### config.mk
export PLATFORM = sky130hd
export DESIGN_NAME = data_memory_unit
export DESIGN_NICKNAME = d
export VERILOG_FILES = /design/src/rtl/data_memory_unit_pkg.sv /design/src/rtl/data_memory_unit_byte_lane_decoder.sv /design/src/rtl/data_memory_unit.sv
export SDC_FILE = /design/constraint.sdc
export NUM_CORES = 1
export LEC_CHECK = 0
export BUFFER_PORTS_ARGS = -buffer_cell sky130_fd_sc_hd__buf_2
export CAP_MARGIN = 20
export CELL_PAD_IN_SITES_DETAIL_PLACEMENT = 1
export CELL_PAD_IN_SITES_GLOBAL_PLACEMENT = 2
export CORE_MARGIN = 10
export CORE_UTILIZATION = 30
export CTS_CLUSTER_SIZE = 24
export DETAILED_ROUTE_END_ITERATION = 10
export PLACE_DENSITY = 0.55
export RECOVER_POWER = 50
export SYNTH_ARGS = -nofsm -noshare
export SYNTH_HDL_FRONTEND = slang
export SYNTH_SLANG_ARGS = --single-unit
### constraint.sdc
create_clock -name i_clk -period 4.2 [get_ports i_clk]
set_input_delay 0.84 -clock i_clk [delete_from_list [all_inputs] [get_ports i_clk]]
set_output_delay 0.84 -clock i_clk [all_outputs]
set_load 0.01 [all_outputs]
### src/rtl/data_memory_unit_pkg.sv
// Shared constants for the data memory: access size codes, FSM state encodings
// and the load-result mask helper.
package data_memory_unit_pkg;

  localparam int TYPE_W = 3;

  localparam logic [TYPE_W-1:0] BYTE_WORD     = 3'd0;
  localparam logic [TYPE_W-1:0] HALF_WORD     = 3'd1;
  localparam logic [TYPE_W-1:0] COMPLETE_WORD = 3'd2;

  localparam logic [1:0] ST_CLEAR  = 2'd0;
  localparam logic [1:0] ST_IDLE   = 2'd1;
  localparam logic [1:0] ST_ACCESS = 2'd2;
  localparam logic [1:0] ST_RESP   = 2'd3;

  // Unknown size codes mask to zero, which gives the all-zero load result.
  function automatic logic [31:0] size_mask(input logic [TYPE_W-1:0] size);
    case (size)
      BYTE_WORD:     size_mask = 32'h0000_00FF;
      HALF_WORD:     size_mask = 32'h0000_FFFF;
      COMPLETE_WORD: size_mask = 32'hFFFF_FFFF;
      default:       size_mask = 32'h0000_0000;
    endcase
  endfunction

endpackage

### src/rtl/data_memory_unit_byte_lane_decoder.sv
// Combinational access decode: size code and byte offset to byte enables,
// right-shift amount for loads and the misalignment flag.
module byte_lane_decoder
  import data_memory_unit_pkg::*;
(
  input  logic [TYPE_W-1:0] i_word_size,
  input  logic [1:0]        i_offset,
  output logic [3:0]        o_byte_en,
  output logic [4:0]        o_shift,
  output logic              o_misaligned,
  output logic              o_size_valid
);

  always_comb begin
    o_byte_en    = 4'b0000;
    o_shift      = {i_offset, 3'b000};
    o_misaligned = 1'b0;
    o_size_valid = 1'b1;
    case (i_word_size)
      BYTE_WORD: o_byte_en = 4'b0001 << i_offset;
      HALF_WORD: begin
        if (i_offset[0]) o_misaligned = 1'b1;
        else             o_byte_en    = 4'b0011 << i_offset;
      end
      COMPLETE_WORD: begin
        if (i_offset != 2'b00) o_misaligned = 1'b1;
        else                   o_byte_en    = 4'b1111;
      end
      default: o_size_valid = 1'b0;
    endcase
  end

endmodule

### src/rtl/data_memory_unit.sv
// MEM-stage data memory: byte-lane stores, right-aligned zero-filled loads,
// post-reset clear sweep and a registered word-wide debug read port.
module data_memory_unit
  import data_memory_unit_pkg::*;
#(
  parameter int DATA_SIZE = 32,
  parameter int TYPE_SIZE = TYPE_W,
  parameter int ADDR_SIZE = 7
) (
  input  logic                 i_clk,
  input  logic                 i_reset,
  input  logic                 i_req,
  input  logic                 i_read,
  input  logic                 i_write,
  input  logic [TYPE_SIZE-1:0] i_word_size,
  input  logic [ADDR_SIZE-1:0] i_addr,
  input  logic [DATA_SIZE-1:0] i_write_data,
  output logic [DATA_SIZE-1:0] o_read_data,
  output logic                 o_busy,
  output logic                 o_done,
  output logic                 o_misaligned,
  input  logic                 i_debug_en,
  input  logic [ADDR_SIZE-3:0] i_debug_addr,
  output logic [DATA_SIZE-1:0] o_debug_data
);

  localparam int DEPTH = 2 ** (ADDR_SIZE - 2);
  localparam logic [ADDR_SIZE-3:0] LAST_IDX = '1;

  logic [DATA_SIZE-1:0] mem [DEPTH];

  logic [1:0]           state_q, state_d;
  logic [ADDR_SIZE-3:0] clr_cnt_q, clr_cnt_d;
  logic                 op_write_q, op_write_d;
  logic [TYPE_SIZE-1:0] size_q, size_d;
  logic [ADDR_SIZE-1:0] addr_q, addr_d;
  logic [DATA_SIZE-1:0] wdata_q, wdata_d;
  logic                 acc_mis_q, acc_mis_d;
  logic [DATA_SIZE-1:0] read_data_q, read_data_d;
  logic                 done_q, done_d;
  logic                 mis_out_q, mis_out_d;
  logic [DATA_SIZE-1:0] debug_q, debug_d;

  logic [3:0]           dec_byte_en;
  logic [4:0]           dec_shift;
  logic                 dec_misaligned;
  logic                 dec_size_valid;
  logic [ADDR_SIZE-3:0] word_idx;
  logic [DATA_SIZE-1:0] lane_data;

  assign word_idx = addr_q[ADDR_SIZE-1:2];

  byte_lane_decoder u_decoder (
    .i_word_size  (size_q),
    .i_offset     (addr_q[1:0]),
    .o_byte_en    (dec_byte_en),
    .o_shift      (dec_shift),
    .o_misaligned (dec_misaligned),
    .o_size_valid (dec_size_valid)
  );

  // Sub-word store data is replicated across lanes; the byte enables pick the lane.
  for (genvar gi = 0; gi < 4; gi++) begin : g_lane
    assign lane_data[gi*8 +: 8] = (size_q == BYTE_WORD) ? wdata_q[7:0] :
                                  (size_q == HALF_WORD) ? wdata_q[(gi%2)*8 +: 8] :
                                                          wdata_q[gi*8 +: 8];
  end

  always_comb begin
    state_d     = state_q;
    clr_cnt_d   = clr_cnt_q;
    op_write_d  = op_write_q;
    size_d      = size_q;
    addr_d      = addr_q;
    wdata_d     = wdata_q;
    acc_mis_d   = acc_mis_q;
    read_data_d = read_data_q;
    debug_d     = debug_q;
    done_d      = 1'b0;
    mis_out_d   = 1'b0;
    case (state_q)
      ST_CLEAR: begin
        clr_cnt_d = clr_cnt_q + 1'b1;
        if (clr_cnt_q == LAST_IDX) state_d = ST_IDLE;
      end
      ST_IDLE: begin
        if (i_req && (i_read || i_write)) begin
          op_write_d = i_write;
          size_d     = i_word_size;
          addr_d     = i_addr;
          wdata_d    = i_write_data;
          state_d    = ST_ACCESS;
        end else if (i_debug_en && !i_req) begin
          debug_d = mem[i_debug_addr];
        end
      end
      ST_ACCESS: begin
        acc_mis_d = dec_misaligned;
        if (!op_write_q) begin
          if (dec_misaligned || !dec_size_valid) read_data_d = '0;
          else read_data_d = (mem[word_idx] >> dec_shift) & size_mask(size_q);
        end
        state_d = ST_RESP;
      end
      default: begin
        done_d    = 1'b1;
        mis_out_d = acc_mis_q;
        state_d   = ST_IDLE;
      end
    endcase
  end

  always_ff @(posedge i_clk) begin
    if (i_reset) begin
      state_q     <= ST_CLEAR;
      clr_cnt_q   <= '0;
      op_write_q  <= 1'b0;
      size_q      <= '0;
      addr_q      <= '0;
      wdata_q     <= '0;
      acc_mis_q   <= 1'b0;
      read_data_q <= '0;
      done_q      <= 1'b0;
      mis_out_q   <= 1'b0;
      debug_q     <= '0;
    end else begin
      state_q     <= state_d;
      clr_cnt_q   <= clr_cnt_d;
      op_write_q  <= op_write_d;
      size_q      <= size_d;
      addr_q      <= addr_d;
      wdata_q     <= wdata_d;
      acc_mis_q   <= acc_mis_d;
      read_data_q <= read_data_d;
      done_q      <= done_d;
      mis_out_q   <= mis_out_d;
      debug_q     <= debug_d;
    end
  end

  // A reset landing on the ACCESS edge suppresses the pending store.
  always_ff @(posedge i_clk) begin
    if (!i_reset) begin
      if (state_q == ST_CLEAR) begin
        mem[clr_cnt_q] <= '0;
      end else if (state_q == ST_ACCESS && op_write_q) begin
        for (int l = 0; l < 4; l++) begin
          if (dec_byte_en[l]) mem[word_idx][l*8 +: 8] <= lane_data[l*8 +: 8];
        end
      end
    end
  end

  assign o_read_data  = read_data_q;
  assign o_busy       = (state_q != ST_IDLE);
  assign o_done       = done_q;
  assign o_misaligned = mis_out_q;
  assign o_debug_data = debug_q;

endmodule

## Word-level counts from Yosys, hierarchy flattened

Memories as Yosys holds them, arrays and structs flattened. A register that Yosys moved wholly into a read port is not among the register bits.
Index checks and enable logic that the tools add are counted.

- Muxes and demuxes: 49
- Equal/unequal tests: 8
- Bitwise operators: 3
- Divide/modulo/power cells: 0
- Shift-type cells: 3
- $lt $le $gt $ge: 0
- Reductions and logical operators: 18
- $add $sub $neg: 1
- Multipliers: 0

Operators with widths:

| operator | number |
|---|---|
| 2-to-1 mux 32 bit | 5 |
| case mux 32 bit (3 select lines) | 1 |
| 2-to-1 mux 8 bit | 5 |
| AND 32 bit | 1 |
| OR reduction 32 bit | 1 |
| right shift 32 x 5 -> 32 bit | 1 |
| 2-to-1 mux 1 bit | 27 |
| 2-to-1 mux 5 bit | 3 |
| 2-to-1 mux 4 bit | 3 |
| case mux 4 bit (3 select lines) | 1 |
| case mux 2 bit (3 select lines) | 1 |
| AND reduction 2 bit | 3 |
| OR reduction 3 bit | 2 |
| adder 5 x 1 -> 5 bit, second input constant | 1 |
| == test 5 bit, second input constant | 1 |
| 2-to-1 mux 2 bit | 2 |
| != test 2 bit, second input constant | 2 |
| OR reduction 4 bit | 1 |
| left shift 1 x 2 -> 4 bit, first input constant | 1 |
| left shift 2 x 2 -> 4 bit, first input constant | 1 |
| == test 3 x 1 -> 1 bit, second input constant | 1 |
| == test 3 x 2 -> 1 bit, second input constant | 1 |
| logical AND 1 bit | 3 |
| logical NOT 3 bit | 1 |
| other kinds (10) | 13 |

- Input bits: 53
- Word-level logic and storage cells: 93
- Output and inout bits: 67
- Memory bits (writable): 1024
- Bits in read-only memories: 0
- Memories: 1
- Bits in latches: 0
- Bits in registers: 85

Memories:

| memory | words | width | rd ports | clocked after Yosys merged registers in | wr ports | RTL line | source |
|---|---|---|---|---|---|---|---|
| mem | 32 | 32 | 2 | 2 | 1 | data_memory_unit.sv:30 | `logic [DATA_SIZE-1:0] mem [DEPTH];` |

## Longest topological paths before layout

- Depth in word-level cells: 10
- Depth in mapped cells: 11

## By module

A second synthesis with hierarchy kept.

- Cells, all modules: 3331
- Area, all modules: 54735.0 µm²

Modules (own cells, without submodules):

| module | area an instance (µm²) | cells an instance | instances |
|---|---|---|---|
| data_memory_unit | 54569.8 | 3303 | 1 |
| byte_lane_decoder | 165.2 | 28 | 1 |

## Worst setup path before layout

OpenSTA, ideal clock, no wires.

- Path type: in2reg
- From: input port i_reset
- To: memory mem[0][30] (data pin)
- Library setup time: 0.467 ns
- Arrival: 3.104 ns
- Data required time: 3.733 ns
- Path slack: 0.629 ns
- Cell stages on the path: 5
- Buffers on the path: 2
- Path through: nor4_2 > o21ai_1 > clkbuf_1 > buf_1 > a211oi_1

- Cells in the longest elaborated chain, start to end: 4
- Elaborated cells between the ends (all ways): 10

Ends and longest elaborated chain:

| item | RTL line | source |
|---|---|---|
| from (decl) | data_memory_unit.sv:11 | `input logic i_reset,` |
| 2-to-1 mux 1 bit | data_memory_unit.sv:143 | `if (!i_reset) begin` |
| 2-to-1 mux 1 bit (implied by the code) | data_memory_unit.sv:148 | `if (dec_byte_en[l]) mem[word_idx][l*8 +: 8] <= lane_data[l*8 +: 8];` |
| OR reduction 32 bit (no source line) (*) | -- |  |
| 2-to-1 mux 32 bit (no source line) (*) | -- |  |
| to (decl) | data_memory_unit.sv:30 |  |

Mark *: on every way between the ends. The rest lies on a longest branch, timed or not.

==> reports/qor.txt <==
GRT overflow: 0
CTS clk-pin slew, worst paths: 0.06 ns
hold_ws: 0.308 ns
crit path cell chain: and2_2 > buf_4 > a22oi_1 > a21oi_1 > nor4_2 > a22o_1 > a311oi_1 > o21ai_0
ANT nets after route: 0
Worst setup SP type: flop
CP arrival: 4.53 ns
Skew-Pair Late Insertion Delay: 0.79 ns
core box area: 178000 sq um
largest net degree at the start of global routing: 112
Rel. slew slack: -1.14
Rows: 155
final-stage net count: 3641
CTS root buf: clkbuf_16
final WL: 197 mm
fin cells: 6048
DIE WIDTH: 443 um
IO Port Bufs: 119
Netlist cell types: 58
cells after synthesis: 3294
vias in the first global route: 35300
Setup Total Neg Slack: 0 ns
Post-synth ARST share: 0
Achievable Freq: 0.257 GHz
Hold Crit Class: in -> reg
GPL Wtd Cong: 0.817
Post-synth EDFFs: 1024
H-tree lvl count: 4
top cell type's share of synthesized area: 0.572
most common cell after layout, fill and taps aside: edfxtp_1
synthesized net count: 3354
final setup vio count: 0
final period utilization: 0.927
failing checks: capacitance limit, slew limit
Synth-to-Final Area Change: 17.0%
clock sinks: 1146
Hold Fails Final Rpt: 0
CP required: 4.84 ns
most frequent cells in the layout: edfxtp_1, mux2i_1, mux4_2
CP Class: reg -> reg
Yosys reg bits: 1146
via count: 33100
Top-Level Pins: 120
worst-margin pin slew: 3.21 ns
TritonCTS Buffers: 137
Pre-antenna DRT Iters: 5
Final Skew: 0.0374 ns
antenna violations before repair: 10
Synth Cell Area: 53800 sq um
RSZ-0062 raised after global routing: no
slowest stage cell, crit path: and2_2
hold buffer count at cts: 0
clock buffer depth: 3
Seq/Total Area, Yosys: 0.617
Power Dens Cells: 460 nW/um^2
pins over their slew limit: 149
drt first-iter violations: 3085
CTS tree: built
number of setup buffers added after CTS: 0
YS warnings: 0
Post-DP HPWL: 134 mm
GR Util All Layers: 0.195
post-cts resize count: 0
status: finished, violations left
Initial Util: 0.301
Max stage delay on crit path: 1.32 ns
DRC Markers: 0
crit path max fanout: 37
share of cells above drive strength 1: 0.262
Peak VDD IR: 0.323 mV
ys flop type: edfxtp_1
CP Capture Type: flop
WL/cell: 32.6 um
MaxCap Viol Count: 2
Avg Vias per Cell: 5.47
first-pass GRT wire length: 278 mm
Final min period: 3.89 ns
Yosys top cell by area: edfxtp_1
Leakage: 0.0205 uW
Die Y: 443 um
Placed Instances: 5797
die area: 197000 sq um
Avg Inst Size Synth: 16.3 sq um
ranking of synthesized cells by area: edfxtp_1, mux4_2, mux2i_1, dfxtp_1, a22oi_1
-- path summary, 6_finish.rpt --
check,slack [ns],to,from,cells past startpoint
worst max register to register,0.31,o_read_data[0]$_SDFFE_PP0P_,flop,8
worst max-delay path,0.31,o_read_data[0]$_SDFFE_PP0P_,flop,8
worst min-delay path,0.31,wdata_q[17]$_SDFFE_PP0P_,i_write_data[17],3
worst min register to register,0.46,wdata_q[22]$_SDFFE_PP0P_,wdata_q[22]$_SDFFE_PP0P_,2
-- worst max-delay path, delay by kind of cell (launching register included) --
| family | cells | cell delay, ns |
|---|---|---|
| flip-flops | 1 | 0.50 |
| AND/OR/NAND/NOR | 2 | 1.51 |
| buffers and inverters | 1 | 0.39 |
| AO/OA/AOI/OAI | 5 | 1.30 |
-- synthesized netlist by cell type, types with 8 or more instances --
cell / n
edfxtp_1: 1024
mux2i_1: 535
mux4_2: 352
nor2_1: 213
a22oi_1: 203
nand2_1: 159
a21oi_1: 158
dfxtp_1: 122
clkbuf_1: 104
buf_4: 55
buf_2: 50
a211oi_1: 48
buf_1: 27
o21ai_0: 24
buf_6: 22
mux2_2: 22
nor4_2: 15
a22o_1: 12
nand3_1: 12
nor2b_1: 11
a31oi_1: 10
and2_1: 10
a311oi_1: 8
a32oi_1: 8
-- registers in the layout, indices dropped and copies added (netlist names), named ones only --
signal,flops
mem,1024
o_debug_data,32
o_read_data,32
wdata_q,32
addr_q,7
clr_cnt_q,5
size_q,3
state_q,2
acc_mis_q,1
o_done,1
o_misaligned,1
op_write_q,1
-- final cells by class --
type / count / area, sq um
Fill cell: 18100 / 116000
Clock buffer: 170 / 3670
Tap cell: 2355 / 2950
Sequential cell: 1146 / 33200
Timing Repair Buffer: 412 / 3030
Multi-Input combinational cell: 1880 / 19200
Clock inverter: 77 / 805
Inverter: 4 / 15.0
Antenna cell: 4 / 10.0
-- per-layer routing --
metal | vias to the layer above | wire [um] | part of all wire | track usage
li1 | 14000 | - | - | -
met1 | 17800 | 86500 | 0.44 | 0.262
met2 | 996 | 95100 | 0.48 | 0.323
met3 | 297 | 9290 | 0.047 | 0.0300
met4 | 6 | 6230 | 0.032 | 0.0598
met5 | - | 40 | 0.00020 | 0
-- cell families after synthesis --
logic type / count (synthesis) / synth area share
simple gates: 459 / 0.0387
flops: 1146 / 0.617
fa+ha+maj: 7 / 0.00163
mux: 909 / 0.252
buf+inv: 268 / 0.0276
xor+xnor: 4 / 0.000652
compound gates: 501 / 0.0625
-- power by group --
| part | switching, uW | internal, uW | total [uW] |
|---|---|---|---|
| registers | 264 | 12600 | 12900 |
| clock network | 4960 | 6970 | 11900 |
| logic | 2660 | 1470 | 4130 |
| total | 7890 | 21100 | 29000 |
-- metrics by stage --
stage | instance area, sq um | power [uW] | worst slack, ns | util
floorplan | 53800 | 15300 | 0.629 | -
finish | 62900 | 29000 | 0.306 | 0.353
detailed placement | 58700 | 17300 | 0.397 | 0.329
CTS | 63200 | 29300 | 0.612 | 0.354
global route | 62900 | 29900 | 0.168 | 0.353
global placement | 58700 | 17300 | 0.356 | 0.329
Note: power is estimated with default switching activity, not from simulation.
